### src/rtl/m_trap_sequencer.sv
`default_nettype none
// ============================================================================
// Module   : m_trap_sequencer
// Purpose  : Multi-cycle controller for machine-mode trap entry, MRET/SRET
//            return and WFI sleep. All traps are taken into M-mode.
//            There is no delegation.
// Ports    :
//   clk, rst_n               clock, asynchronous active-low reset
//   commit_*                 instruction at the commit point (pc, validity)
//   exc_req/exc_code/tval    exception raised by the committing instruction
//   sys_ops                  0 none, 1 SRET, 2 WFI, 3 MRET, 4 SFENCE_VMA
//   irq_pending/irq_code     pending-and-enabled interrupt summary
//   mstatus_*, mtvec, mepc,  CSR state needed to enter/leave traps
//   sepc
//   priv_mode                current privilege level
//   flush/stall              pipeline kill / fetch-decode freeze
//   redirect_valid/_pc       one-cycle PC redirect
//   trap_we/epc/cause/tval   CSR trap-write strobe and values
//   mret_done/sret_done      mstatus stack pop strobes
// Revision : 1.0 - initial release
// ============================================================================
module m_trap_sequencer #(
  parameter int unsigned XLEN       = 32,
  parameter logic [1:0]  RESET_PRIV = 2'b11
) (
  input  logic            clk,
  input  logic            rst_n,
  input  logic            commit_valid,
  input  logic [XLEN-1:0] commit_pc,
  input  logic            exc_req,
  input  logic [3:0]      exc_code,
  input  logic [XLEN-1:0] exc_tval,
  input  logic [2:0]      sys_ops,
  input  logic            irq_pending,
  input  logic [3:0]      irq_code,
  input  logic            mstatus_mie,
  input  logic [1:0]      mstatus_mpp,
  input  logic            mstatus_spp,
  input  logic [XLEN-1:0] mtvec,
  input  logic [XLEN-1:0] mepc,
  input  logic [XLEN-1:0] sepc,
  output logic [1:0]      priv_mode,
  output logic            flush,
  output logic            stall,
  output logic            redirect_valid,
  output logic [XLEN-1:0] redirect_pc,
  output logic            trap_we,
  output logic [XLEN-1:0] trap_epc,
  output logic [XLEN-1:0] trap_cause,
  output logic [XLEN-1:0] trap_tval,
  output logic            mret_done,
  output logic            sret_done
);

  localparam logic [1:0]      PRIV_U     = 2'b00;
  localparam logic [1:0]      PRIV_M     = 2'b11;
  localparam logic [2:0]      SYS_SRET   = 3'd1;
  localparam logic [2:0]      SYS_WFI    = 3'd2;
  localparam logic [2:0]      SYS_MRET   = 3'd3;
  localparam logic [2:0]      SYS_SFENCE = 3'd4;
  localparam logic [XLEN-1:0] PC_STEP    = XLEN'(4);

  typedef enum logic [2:0] {IDLE, SAVE, JUMP, RET, WFI_WAIT} state_t;

  state_t          state_q, state_d;

  // Trap context latched at detection and replayed in SAVE/JUMP
  logic [XLEN-1:0] epc_q, tval_q, ret_pc_q, last_pc_q;
  logic            cause_int_q;
  logic [3:0]      cause_code_q;
  logic [1:0]      ret_priv_q;
  logic            ret_mret_q;

  logic            load_trap, load_ret, load_wfi;
  logic [XLEN-1:0] epc_d, tval_d, ret_pc_d;
  logic            int_d, ret_mret_d;
  logic [3:0]      code_d;
  logic [1:0]      ret_priv_d;

  logic            irq_take;
  logic [XLEN-1:0] vec_base, vec_off;

  // Interrupts are always enabled below M-mode, gated by MIE in M-mode
  assign irq_take = irq_pending && (mstatus_mie || (priv_mode != PRIV_M));
  assign vec_base = {mtvec[XLEN-1:2], 2'b00};
  assign vec_off  = ((mtvec[1:0] == 2'b01) && cause_int_q) ?
                    {{(XLEN-6){1'b0}}, cause_code_q, 2'b00} : '0;

  assign trap_epc   = epc_q;
  assign trap_tval  = tval_q;
  assign trap_cause = {cause_int_q, {(XLEN-5){1'b0}}, cause_code_q};

  always_comb begin
    state_d        = state_q;
    flush          = 1'b0;
    stall          = 1'b0;
    redirect_valid = 1'b0;
    redirect_pc    = '0;
    trap_we        = 1'b0;
    mret_done      = 1'b0;
    sret_done      = 1'b0;
    load_trap      = 1'b0;
    epc_d          = commit_pc;
    int_d          = 1'b0;
    code_d         = exc_code;
    tval_d         = exc_tval;
    load_ret       = 1'b0;
    ret_mret_d     = 1'b1;
    ret_pc_d       = mepc;
    ret_priv_d     = mstatus_mpp;
    load_wfi       = 1'b0;
    // Strobes are held low while reset is asserted, whatever the inputs do
    if (rst_n) begin
      case (state_q)
        IDLE: begin
          if (commit_valid && exc_req) begin
            load_trap = 1'b1;
            flush     = 1'b1;
            state_d   = SAVE;
          end else if (irq_take) begin
            load_trap = 1'b1;
            flush     = 1'b1;
            epc_d     = commit_valid ? commit_pc : last_pc_q;
            int_d     = 1'b1;
            code_d    = irq_code;
            tval_d    = '0;
            state_d   = SAVE;
          end else if (commit_valid && ((sys_ops == SYS_MRET) || (sys_ops == SYS_SRET))) begin
            flush = 1'b1;
            if (((sys_ops == SYS_MRET) && (priv_mode != PRIV_M)) ||
                ((sys_ops == SYS_SRET) && (priv_mode == PRIV_U))) begin
              // Insufficient privilege: illegal-instruction trap
              load_trap = 1'b1;
              code_d    = 4'd2;
              tval_d    = '0;
              state_d   = SAVE;
            end else begin
              load_ret = 1'b1;
              state_d  = RET;
              if (sys_ops == SYS_SRET) begin
                ret_mret_d = 1'b0;
                ret_pc_d   = sepc;
                ret_priv_d = {1'b0, mstatus_spp};
              end else if (mstatus_mpp == 2'b10) begin
                ret_priv_d = PRIV_U;  // reserved encoding falls back to U
              end
            end
          end else if (commit_valid && (sys_ops == SYS_WFI)) begin
            stall    = 1'b1;
            load_wfi = 1'b1;
            state_d  = WFI_WAIT;
          end else if (commit_valid && (sys_ops == SYS_SFENCE)) begin
            flush          = 1'b1;
            redirect_valid = 1'b1;
            redirect_pc    = commit_pc + PC_STEP;
          end
        end
        WFI_WAIT: begin
          if (!irq_pending) begin
            stall = 1'b1;
          end else if (irq_take) begin
            flush     = 1'b1;
            load_trap = 1'b1;
            epc_d     = epc_q;  // already holds WFI pc + 4
            int_d     = 1'b1;
            code_d    = irq_code;
            tval_d    = '0;
            state_d   = SAVE;
          end else begin
            state_d = IDLE;     // wake without trap, resume at pc + 4
          end
        end
        SAVE: begin
          trap_we = 1'b1;
          stall   = 1'b1;
          state_d = JUMP;
        end
        JUMP: begin
          redirect_valid = 1'b1;
          redirect_pc    = vec_base + vec_off;
          state_d        = IDLE;
        end
        RET: begin
          redirect_valid = 1'b1;
          redirect_pc    = ret_pc_q;
          mret_done      = ret_mret_q;
          sret_done      = !ret_mret_q;
          state_d        = IDLE;
        end
        default: state_d = IDLE;
      endcase
    end
  end

  always_ff @(posedge clk or negedge rst_n) begin
    if (!rst_n) begin
      state_q      <= IDLE;
      priv_mode    <= RESET_PRIV;
      epc_q        <= '0;
      tval_q       <= '0;
      cause_int_q  <= 1'b0;
      cause_code_q <= '0;
      ret_pc_q     <= '0;
      ret_priv_q   <= '0;
      ret_mret_q   <= 1'b0;
      last_pc_q    <= '0;
    end else begin
      state_q <= state_d;
      if (load_trap) begin
        epc_q        <= epc_d;
        cause_int_q  <= int_d;
        cause_code_q <= code_d;
        tval_q       <= tval_d;
      end else if (load_wfi) begin
        epc_q <= commit_pc + PC_STEP;
      end
      if (load_ret) begin
        ret_pc_q   <= ret_pc_d;
        ret_priv_q <= ret_priv_d;
        ret_mret_q <= ret_mret_d;
      end
      if ((state_q == IDLE) && commit_valid) begin
        last_pc_q <= commit_pc;
      end
      if (state_q == JUMP) begin
        priv_mode <= PRIV_M;
      end else if (state_q == RET) begin
        priv_mode <= ret_priv_q;
      end
    end
  end

endmodule
`default_nettype wire
### config.mk
export PLATFORM = sky130hd
export DESIGN_NAME = m_trap_sequencer
export DESIGN_NICKNAME = d
export VERILOG_FILES = /design/src/rtl/m_trap_sequencer.sv
export SDC_FILE = /design/constraint.sdc
export NUM_CORES = 1
export LEC_CHECK = 0
export BUFFER_PORTS_ARGS = -buffer_cell sky130_fd_sc_hd__buf_2
export CORE_UTILIZATION = 30
export CTS_BUF_LIST = sky130_fd_sc_hd__clkbuf_8
export CTS_CLUSTER_DIAMETER = 100
export DETAILED_ROUTE_END_ITERATION = 8
export GPL_TIMING_DRIVEN = 0
export PLACE_DENSITY_LB_ADDON = 0.05
export SLEW_MARGIN = 20
export SYNTH_ARGS = -nofsm -noshare
export SYNTH_HDL_FRONTEND = slang
export SYNTH_SLANG_ARGS = --single-unit
### constraint.sdc
create_clock -name clk -period 8.6 [get_ports clk]
set_input_delay 2.58 -clock clk [delete_from_list [all_inputs] [get_ports clk]]
set_output_delay 2.58 -clock clk [all_outputs]
set_load 0.005 [all_outputs]
Yosys cells after proc, flatten, opt, wreduce, memory -nomap -nowiden

Index checks and enable logic that the tools add are counted.

Bits in registers: 141
Word-level logic and storage cells: 155

$add $sub $neg: 2
Eq/ne operators: 14
Multiplexer cells: 109
Reduce and logical (&&, ||, !) cells: 20

Operator list:

| operator                | number |
|---|---|
| $mux W32                | 28 |
| $pmux W32 S2            | 2 |
| $pmux W32 S3            | 1 |
| $mux W1                 | 47 |
| $add A32 B3 Y32 const B | 1 |
| $add A32 B6 Y32         | 1 |
| $mux W4                 | 7 |
| $mux W2                 | 11 |
| $mux W3                 | 5 |
| $eq A3 B2 Y1 const B    | 4 |
| $ne A5 B5 Y1 const B    | 2 |
| $logic_and A1 B1 Y1     | 9 |
| $pmux W3 S3             | 1 |
| $pmux W1 S2             | 4 |
| $pmux W4 S2             | 1 |
| $eq A3 B1 Y1 const B    | 2 |
| $eq A3 B3 Y1 const B    | 2 |
| $mux W6                 | 1 |
| $ne A2 B2 Y1 const B    | 2 |
| $reduce_bool A2 Y1      | 2 |
| $logic_not A3 Y1        | 1 |
| $logic_or A1 B1 Y1      | 3 |
| $pmux W1 S3             | 1 |
| $reduce_and A3 Y1       | 1 |
| 6 further kinds         | 6 |

Logic depth before layout (Yosys ltp)

Word-level depth: 11
Mapped depth: 11
Mapped depth without buffers: 11

Worst setup path before layout

OpenSTA, ideal clock, no wires.

Path type: input to output
From: input mtvec[1]
To: output redirect_pc[22]
Arrival time: 4.829 ns
Required time: 6.020 ns
Slack: 1.191 ns
Stages on the path: 11
Buffers on the path: 0
Cell sequence: and3b_1 and2_1 ha_1 inv_1 fa_1 nand2b_1 a211oi_2 nand2_1 nor2_1 xor2_1 a31o_1

Cells in the longest elaborated chain, start to end: 6

RTL lines:

| item                | RTL line | source |
|---|---|---|
| start, declared     | 39       | `input logic [XLEN-1:0] mtvec,` |
| $eq A2 B1 Y1        | 86       | `assign vec_off = ((mtvec[1:0] == 2'b01) && cause_int_q) ?` |
| $logic_and A1 B1 Y1 | 86       |  |
| $mux W6             | 86       |  |
| $add A32 B6 Y32     | 180      | `redirect_pc = vec_base + vec_off;` |
| $pmux W32 S3        | 114      | `case (state_q)` |
| $mux W32            | 113      | `if (rst_n) begin` |
| end, declared       | 46       | `output logic [XLEN-1:0] redirect_pc,` |

Every way passes these cells.

Worst setup path in the final report

From: input mtvec[1]
To: output redirect_pc[28]

The elaborated chain is that of the path after synthesis.

==> flow_summary.json <==
{
  "hold_viol_final": 0,
  "rows": 62,
  "peakVddDrop_mv": 0.0817,
  "start_kind": "primary input",
  "switching_share_pct": 40.6,
  "grt_overflow_total": 0,
  "htreeDepth": 4,
  "grt_pass1_wl_mm": 52.7,
  "syn_to_final_growth_pct": 27.1,
  "timing.final.crit_period_ps": 8380,
  "ys_ff_latch": 141,
  "status": "completed",
  "synth_top_area_share_pct": 39.5,
  "io_pins": 316,
  "setup_violations": 0,
  "clock-root-buffer": "clkbuf_8",
  "synth_cell_types": 78,
  "antenna_found_initial": 1,
  "die_w_um": 173,
  "tightestPinTransition_ps": 931,
  "syn_area_sq_um": 8800,
  "hp-class": "reg2reg",
  "p_int_w": 0.00171,
  "grt_pass1_vias": 8341,
  "regArea_sq_um": 3530,
  "seqPwrFrac_pct": 39.7,
  "avgSynthCellArea_sq_um": 8.99,
  "skew_ps": 23.3,
  "cts_hold_buf": 0,
  "avgRoutedWirePerCell_um": 20.8,
  "critPathSlowestCell": "a211oi_2",
  "synth_top_family_by_area": "compound AO/OA/AOI/OAI gates",
  "grt_usage_pct": 23.3,
  "syn_inst": 979,
  "core_sq_um": 28800,
  "finalWirelength_mm": 35.4,
  "synth_warnings": 0,
  "max_stage_delay_ps": 660,
  "initial_core_util_pct": 30.6,
  "crit_buf_inv": 3,
  "power_density_nw_per_um2": 257,
  "yosys-top-cells-area": "dfrtp_1 (40%), nand2_1 (6.0%), mux2i_1 (4.1%)",
  "cts_buffers": 17,
  "grt_start_max_net_pins": 85,
  "dieHeight_um": 173,
  "layout-drive-gt1-share_pct": 31.6,
  "synth_compound_area_share_pct": 19.7,
  "drc": 0,
  "post-cts-setup-buffers": 0,
  "cts.repair.resized": 0,
  "critPathTopFamily": "compound AO/OA/AOI/OAI gates",
  "leakagePower_nw": 5.29,
  "synth-seq-area-share_pct": 40.1,
  "synthAdderAreaFrac_pct": 0.938,
  "maxCapViolCount": 0,
  "multi_input_area_sq_um": 4800,
  "rsz0062_at_grt": "false",
  "slew_headroom_pct": 37.4,
  "combPwrFrac_pct": 41.9,
  "drv_slew": 0,
  "crit_required_ps": 6020,
  "vias": 8690,
  "crit_fanout": 9,
  "clk_pin_slew_worst_paths_ps": 90,
  "drt-pass1-iter-count": 7,
  "cp-end-kind": "primary output",
  "synthXorXnorAreaFrac_pct": 5.17,
  "gp_congestion": 0.885,
  "clkPwrFrac_pct": 18.3,
  "yosysTopAreaCell": "dfrtp_1",
  "synth_common_cells": "nand2_1 (141), dfrtp_1 (139), o21ai_0 (70)",
  "port_buffers": 280,
  "dpl-instance-area_sq_um": 10800,
  "die_area_sq_um": 30000,
  "post-dp-hpwl_mm": 27.7,
  "final_area_sq_um": 11200,
  "cp_cell_sequence": "buf_2, and3b_1, and2_1, ha_1, inv_1, fa_1, nand2b_1, a211oi_2, nand4_1, xnor2_1, nor2_1, o32ai_1, buf_2",
  "cts_buffer_depth": 2,
  "synth-simple-area-share_pct": 19.3,
  "cts.sinks": 141,
  "n_fill_cell": 3080,
  "crit_type": "in2out",
  "num-nets-final": 1491,
  "synthMuxAreaShare_pct": 8.31,
  "p_sw_w": 0.00116,
  "via_per_inst": 5.10,
  "ys.flop_type": "dfrtp_1",
  "clk_latency_ps": 470,
  "synth-edff-count": 0,
  "max_freq_ghz": 0.119,
  "arrival_ps": 5800,
  "drt_iter0_markers": 630,
  "p_total_w": 0.00287,
  "ant_nets": 0,
  "fin_tns_setup_ps": 0,
  "cp_common_cell": "buf_2",
  "synthArstFlopShare_pct": 100,
  "fin_crit_sh_pct": 97.4,
  "cts_tree": "yes",
  "synth_most_common_cell": "nand2_1"
}
-- cell type report --
| class | count | share of cell area, % |
|---|---|---|
| Multi-Input combinational cell | 754 | 42.9 |
| Sequential cell | 141 | 31.6 |
| Timing Repair Buffer | 281 | 12.9 |
| Buffer | 100 | 4.74 |
| Tap cell | 384 | 4.30 |
| Clock buffer | 17 | 2.09 |
| Clock inverter | 15 | 1.13 |
| Inverter | 10 | 0.336 |
| Antenna cell | 2 | 0.0447 |
-- power groups by stage --
stage | Sequential (W) | Clock [W] | Combinational [W]
after floorplan | 0.00113 | 0 | 0.000679
final | 0.00114 | 0.000526 | 0.00120
after CTS | 0.00114 | 0.000539 | 0.00122
after global placement | 0.00115 | 0 | 0.00121
after global routing | 0.00118 | 0.000564 | 0.00132
after detailed placement | 0.00115 | 0 | 0.00122
-- flip-flops by register name, summed over array words and instances (netlist names) --
register,flops
cause_code_q,4
priv_mode,2
trap_epc,32
ret_priv_q,2
cause_int_q,1
ret_pc_q,32
trap_tval,32
state_q,3
ret_mret_q,1
last_pc_q,32
-- cells by family (layout without fill, tap and decap cells) --
group	after synthesis	count (layout)
mux	69	69
buf+inv	110	423
other cells	1	29
simple gates	346	346
xor+xnor	52	52
fa+ha+maj	6	6
flops	141	141
compound gates	254	254
-- final timing paths --
check / from / to / slack (ps) / depth (start not counted)
worst min register to register: trap_epc[19]$_DFFE_PN0P_ / trap_epc[19]$_DFFE_PN0P_ / 480 / 2
max in group asynchronous: rst_n / trap_tval[0]$_DFFE_PN0N_ / 5690 / 2
min in group asynchronous: rst_n / trap_epc[21]$_DFFE_PN0P_ / 2120 / 1
worst max register to register: priv_mode[0]$_DFFE_PN1P_ / trap_epc[23]$_DFFE_PN0P_ / 5800 / 6
worst min-delay path: trap_epc[19]$_DFFE_PN0P_ / trap_epc[19]$_DFFE_PN0P_ / 480 / 2
worst max-delay path: mtvec[1] / redirect_pc[28] / 220 / 13
-- worst min-delay path, stage by stage, from the launching register on --
cell and delay, ps:
dfrtp_1 350, nand2_1 40, o21ai_0 60
-- per-layer routing --
layer  routed length (um)  part of all wire [%]  global-route usage [%]
met3                 2130                   6.0                    3.73
met4                  282                  0.80                    4.83
met2                16600                    47                    37.3
met5                    0                     0                       0
met1                16400                    46                    32.9
-- through the flow --
step / worst slack, ps / utilization, % / hold slack (ps) / cells
floorplan: 1190 / - / 443 / 1005
global placement: -1310 / 37.5 / 459 / 1669
detailed placement: 309 / 37.6 / 462 / 1670
CTS: 297 / 38.8 / 486 / 1702
global route: 112 / 38.9 / 503 / 1703
finish: 223 / 38.9 / 479 / 1704
-- layout by cell type (no fill, tap or decap), types with 13 or more instances in the layout --
cell | synthesis | layout
nand2_1 | 141 | 141
xnor2_1 | 37 | 37
a22o_1 | 32 | 32
mux2i_1 | 36 | 36
conb_1 | 1 | 27
xor2_1 | 15 | 15
o21ai_0 | 70 | 70
and2_1 | 13 | 13
nand3_1 | 35 | 35
buf_4 | 32 | 32
nand4_1 | 25 | 25
dfrtp_1 | 139 | 139
nor2_1 | 69 | 69
o31ai_1 | 14 | 14
a21oi_1 | 27 | 27
clkbuf_1 | 41 | 41
a211oi_1 | 14 | 14
buf_2 | 22 | 301
a22oi_1 | 17 | 17
clkbuf_8 | 0 | 17
mux2_2 | 32 | 32
No activity file was read; power rests on OpenSTA's default activity.
